==> src/rtl/mem_port_arbiter.sv <==
`default_nettype none
// ============================================================================
// Module   : mem_port_arbiter
// Brief    : Shares one synchronous-read memory port between instruction fetch
//            and load/store, with data priority and a fetch-starvation limit.
// Revision : 1.0
// ============================================================================
module mem_port_arbiter #(
    parameter int ADDR_W          = 32,
    parameter int MAX_DATA_STREAK = 4,
    parameter int STREAK_W        = 3
) (
    input  logic              clk,
    input  logic              rst,
    input  logic              if_req,
    input  logic [ADDR_W-1:0] if_addr,
    output logic              if_gnt,
    output logic              if_rvalid,
    output logic [31:0]       if_rdata,
    input  logic              d_req,
    input  logic              d_we,
    input  logic [ADDR_W-1:0] d_addr,
    input  logic [31:0]       d_wdata,
    output logic              d_gnt,
    output logic              d_rvalid,
    output logic [31:0]       d_rdata,
    output logic              d_err,
    output logic [ADDR_W-1:0] mem_addr,
    output logic [31:0]       mem_wdata,
    output logic              mem_read,
    output logic              mem_write,
    input  logic [31:0]       mem_rdata
);

    typedef enum logic [2:0] {
        R_NONE   = 3'd0,
        R_IF     = 3'd1,
        R_DLOAD  = 3'd2,
        R_DSTORE = 3'd3,
        R_DERR   = 3'd4
    } resp_t;

    localparam logic [STREAK_W-1:0] c_max_streak = STREAK_W'(MAX_DATA_STREAK);

    resp_t               r_resp_state;
    resp_t               w_resp_next;
    logic [STREAK_W-1:0] r_streak;
    logic [STREAK_W-1:0] w_streak_next;
    logic                w_if_win;
    logic                w_d_win;
    logic                w_d_misaligned;

    assign w_d_misaligned = (d_addr[1:0] != 2'b00);

    // Data wins contention until it has won MAX_DATA_STREAK times in a row.
    always_comb begin
        w_if_win = 1'b0;
        w_d_win  = 1'b0;
        if (!rst) begin
            if (d_req && (!if_req || (r_streak != c_max_streak))) begin
                w_d_win = 1'b1;
            end else if (if_req) begin
                w_if_win = 1'b1;
            end
        end
    end

    assign if_gnt = w_if_win;
    assign d_gnt  = w_d_win;

    always_comb begin
        mem_addr    = '0;
        mem_wdata   = '0;
        mem_read    = 1'b0;
        mem_write   = 1'b0;
        w_resp_next = R_NONE;
        if (w_if_win) begin
            mem_addr    = if_addr;
            mem_read    = 1'b1;
            w_resp_next = R_IF;
        end else if (w_d_win) begin
            if (w_d_misaligned) begin
                w_resp_next = R_DERR;
            end else if (d_we) begin
                mem_addr    = d_addr;
                mem_wdata   = d_wdata;
                mem_write   = 1'b1;
                w_resp_next = R_DSTORE;
            end else begin
                mem_addr    = d_addr;
                mem_read    = 1'b1;
                w_resp_next = R_DLOAD;
            end
        end
    end

    always_comb begin
        w_streak_next = r_streak;
        if (!if_req || w_if_win) begin
            w_streak_next = '0;
        end else if (w_d_win && (r_streak != c_max_streak)) begin
            w_streak_next = r_streak + 1'b1;
        end
    end

    always_ff @(posedge clk) begin
        if (rst) begin
            r_resp_state <= R_NONE;
            r_streak     <= '0;
        end else begin
            r_resp_state <= w_resp_next;
            r_streak     <= w_streak_next;
        end
    end

    // Gated by rst so a grant made just before reset never shows a response.
    always_comb begin
        if_rvalid = 1'b0;
        if_rdata  = '0;
        d_rvalid  = 1'b0;
        d_rdata   = '0;
        d_err     = 1'b0;
        if (!rst) begin
            case (r_resp_state)
                R_IF: begin
                    if_rvalid = 1'b1;
                    if_rdata  = mem_rdata;
                end
                R_DLOAD: begin
                    d_rvalid = 1'b1;
                    d_rdata  = mem_rdata;
                end
                R_DSTORE: begin
                    d_rvalid = 1'b1;
                end
                R_DERR: begin
                    d_rvalid = 1'b1;
                    d_err    = 1'b1;
                end
                default: begin
                end
            endcase
        end
    end

endmodule
`default_nettype wire
==> config.mk <==
export PLATFORM = sky130hd
export DESIGN_NAME = mem_port_arbiter
export DESIGN_NICKNAME = d
export VERILOG_FILES = /design/src/rtl/mem_port_arbiter.sv
export SDC_FILE = /design/constraint.sdc
export NUM_CORES = 1
export LEC_CHECK = 0
export CORE_AREA = 5 5 101 103
export DETAILED_ROUTE_END_ITERATION = 7
export DIE_AREA = 0 0 106 108
export PLACE_DENSITY_LB_ADDON = 0.05
export SYNTH_ARGS = -nofsm -noshare
export SYNTH_HDL_FRONTEND = slang
export SYNTH_SLANG_ARGS = --single-unit
==> constraint.sdc <==
create_clock -name clk -period 3.85 [get_ports clk]
set_input_delay 0.5775 -clock clk [delete_from_list [all_inputs] [get_ports clk]]
set_output_delay 0.5775 -clock clk [all_outputs]
set_load 0.01 [all_outputs]
# After elaboration in Yosys (flattened, before gate mapping)
# Cells that the tools add are included.
# op_classes
n_addsub	1
eq_ne	5
muxes	34
bitwise	1
n_reduce_logical	10
# ops
cell	n
two-way mux 32 bit	11
two-way mux 1 bit	22
== test 3 x 2 -> 1 bit (second input constant)	2
OR reduction 3 bit	2
OR reduction 4 bit	1
adder 3 x 1 -> 3 bit (second input constant)	1
== test 3 x 1 -> 1 bit (second input constant)	1
== test 3 bit (second input constant)	1
two-way mux 3 bit	1
inequality test 3 bit (second input constant)	1
logical AND 1 bit	2
logical OR 1 bit	2
nonzero test 2 bit	1
OR reduction 2 bit	1
zero test 1 bit	1
inverter 1 bit	1
# word_totals
regBits	6
in_bits	133
output_inout_bits	135
elab_cells	55

# Depth between registers and ports, before layout
# depth
depth_word	7
mapped_depth	7
ltp_nobuf	5

# Worst setup path before layout
# Ideal clock, no wire load.
# synth_timing
path_kind	input -> output
start	input port d_addr[0]
end	output port mem_wdata[10]
arrival_time_ns	1.416
required_time_ns	3.273
path_slack_ns	1.856
path_stages	5
path_buffers	2
path_cell_list	nor4b_2 -> and3_1 -> buf_6 -> buf_6 -> and2_1
# synth_between
elab_chain_cells	4
# synth_rtl
element	line	source
start, declared	22	input logic [ADDR_W-1:0] d_addr,
nonzero test 2 bit	53	assign w_d_misaligned = (d_addr[1:0] != 2'b00);
two-way mux 32 bit	82	if (w_d_misaligned) begin
two-way mux 32 bit	81	end else if (w_d_win) begin
two-way mux 32 bit	77	if (w_if_win) begin
end, declared	29	output logic [31:0] mem_wdata,
# No other way between the ends.

# Worst setup path in the final report
# layout_timing
start	input port rst
end	output port mem_addr[21]
# layout_between
elab_chain_cells	3
elab_cells_between_ends	4
cone_classes	4 x mux
# layout_rtl
element	line	source
start, declared	14	input logic rst,
two-way mux 1 bit	59	if (!rst) begin
two-way mux 32 bit	81	
two-way mux 32 bit *	77	
end, declared	28	output logic [ADDR_W-1:0] mem_addr,
# Every way passes the cells marked *; elsewhere a longest branch is shown, timed or not.

==> flow_metrics.tcl <==
set metrics [dict create \
    outcome "completed" \
    drive_gt1_frac 0.0341 \
    track_usage 0.129 \
    hold_viol_final 0 \
    startpoint "rst" \
    relSlewSlack 0.752 \
    cp_data_required_time_ns 3.27 \
    post-route-period-util 0.849 \
    cts_sinks 6 \
    critPathArrivalTime_ns 2.69 \
    synthFlopType "dfxtp_1" \
    rsz0062_at_grt "false" \
    fill_cells 918 \
    vias 2229 \
    clkTransAtPathRegs_ns 0.03 \
    start_util 0.152 \
    critPathLaunchType "primary input" \
    antenna_found_initial 0 \
    die_w_um 106 \
    yosys.area.top_type "and2_1" \
    worstHoldStart "r_streak[0]" \
    first_pass_iters 3 \
    avgSynthCellArea_um2 7.67 \
    synth_edf_count 0 \
    r2r-start "r_streak[0]" \
    cap_violations 0 \
    drt-wirelength-per-cell_um 15.0 \
    yosysSeqAreaShare 0.0866 \
    powerDensity_nw_per_um2 101 \
    end_kind "output port" \
    clock_skew_ns 0.000845 \
    cts_resized 0 \
    clk_path_buf_depth 2 \
    insertedDiodeCount 0 \
    p_leak_nw 1.58 \
    cts_tree "done" \
    max_freq_mhz 306 \
    synth_area_leaders "and2_1 (45%), a22o_1 (19%), buf_6 (8.9%)" \
    vdd_ir_drop_max_mv 0.0573 \
    synth_common_cells "and2_1 (99), a22o_1 (30), buf_6 (11), dfxtp_1 (6)" \
    ios 268 \
    numPortBuffers 267 \
    overflow 0 \
    period_minus_slack_ns 3.27 \
    endpoint "mem_addr[21]" \
    finalMaxSlewViolations 0 \
    ys_types 24 \
    dieArea_um2 11400 \
    grt_max_degree 37 \
    core_area_um2 9110 \
    rr_endpoint "r_resp_state[0]" \
    tightest_slew_ns 0.370 \
    syn-num-nets 316 \
    cp_max_fo 32 \
    syn-cell-area_um2 1390 \
    row_count 35 \
    clk_latency_ns 0.22 \
    layout-area-overhead-vs-synth_pct 198 \
    hold_path_class "flip-flop to flip-flop" \
    drtAntennaViolNets 0 \
    synth-seq-cells 6 \
    cts_hold_buffers 0 \
    cts_root_buf "clkbuf_8" \
    syn_inst 181 \
    gp_congestion 0.837 \
    finalSetupTns_ns 0 \
    async_flop_share 0 \
    path_class "primary input to output port" \
    vias_per_cell 4.05 \
    place_hpwl_um 7500 \
    grt_pass1_vias 2271 \
    synth_top_area_frac 0.446 \
    synth.most_common_cell "and2_1" \
    r2r_setup_slack_ns 2.37 \
    drc 0 \
    finish.net_count 577 \
    hold_slack_ns 0.450 \
    numCtsBuffers 3 \
    setup_violations 0 \
    dieHeight_um 108 \
    wirelength_um 8260 \
    reg2regPathDepth 6 \
    initialDrtViolationCount 37 \
    post_cts_buffers 0 \
    htreeDepth 1 \
    final_core_util 0.454 \
    yosys_warnings 0 \
    grt_pass1_wl_um 11800 \
]
==> area by class of cell <==
cell class,count,area (µm²),area share
Timing Repair Buffer,273,2720,0.657
Tap cell,111,139,0.0336
Inverter,4,15.0,0.00363
Clock buffer,3,41.3,0.00998
Multi-Input combinational cell,154,1100,0.267
Sequential cell,6,120,0.0290
==> registers in the layout, indices dropped and copies added, names as in the netlist <==
register and cells:
r_resp_state 3, r_streak 3
==> per-layer routing <==
layer | GRT usage | up-vias | wire length (µm)
li1 | - | 1127 | -
met1 | 0.119 | 935 | 2690
met5 | 0 | - | 0
met4 | 0.0389 | 0 | 196
met2 | 0.261 | 154 | 4400
met3 | 0.0454 | 13 | 962
==> cell families (layout without fill, tap and decap cells) <==
| logic type | Yosys count | in the layout | share of synthesized area |
|---|---|---|---|
| fa+ha+maj | 2 | 2 | 0.0180 |
| compound gates | 33 | 33 | 0.206 |
| simple gates | 117 | 117 | 0.557 |
| buf+inv | 21 | 280 | 0.117 |
| flops | 6 | 6 | 0.0866 |
| mux | 2 | 2 | 0.0144 |
==> report_power, final <==
part           internal (W)  leakage [nW]  switching, W  total (W)
Clock             0.0000670        0.0216     0.0000255  0.0000925
Combinational      0.000187          1.51     0.0000703   0.000257
Sequential        0.0000646        0.0490    0.00000288  0.0000674
==> how the worst min path moves through the flow <==
stage / end / slack [ns] / depth (start not counted)
after floorplan: r_streak[0] / 0.42 / 1
after global placement: r_streak[0] / 0.43 / 1
after detailed placement: r_streak[0] / 0.44 / 1
after CTS: r_streak[0] / 0.45 / 1
after global routing: r_streak[0] / 0.46 / 1
final: r_streak[0] / 0.45 / 1
==> metrics by stage <==
stage               setup WS [ns]  cells  instance area, µm²  power [W]
floorplan                    1.86    181                1390   0.000130
detailed placement          0.565    548                4100   0.000328
global placement            0.566    548                4100   0.000328
finish                      0.583    551                4140   0.000417
CTS                         0.552    551                4140   0.000422
global route                0.431    551                4140   0.000440
==> layout by cell type, fill, tap and decap left out, types with 2 or more instances in the layout <==
cell / instances
clkdlybuf4s50_1: 267
and2_1: 99
a22o_1: 30
buf_4: 6
dfxtp_1: 6
nor2_1: 5
inv_1: 4
clkbuf_8: 3
nand3_1: 2
nor4b_4: 2
mux2i_1: 2
ha_1: 2
==> critical path, cell delays in order <==
cell and delay [ns]:
clkdlybuf4s50_1 0.59, nor4b_2 0.30, and2_1 0.16, buf_4 0.31, a22o_1 0.19, clkdlybuf4s50_1 0.55
No activity file was read; power rests on OpenSTA's default activity.
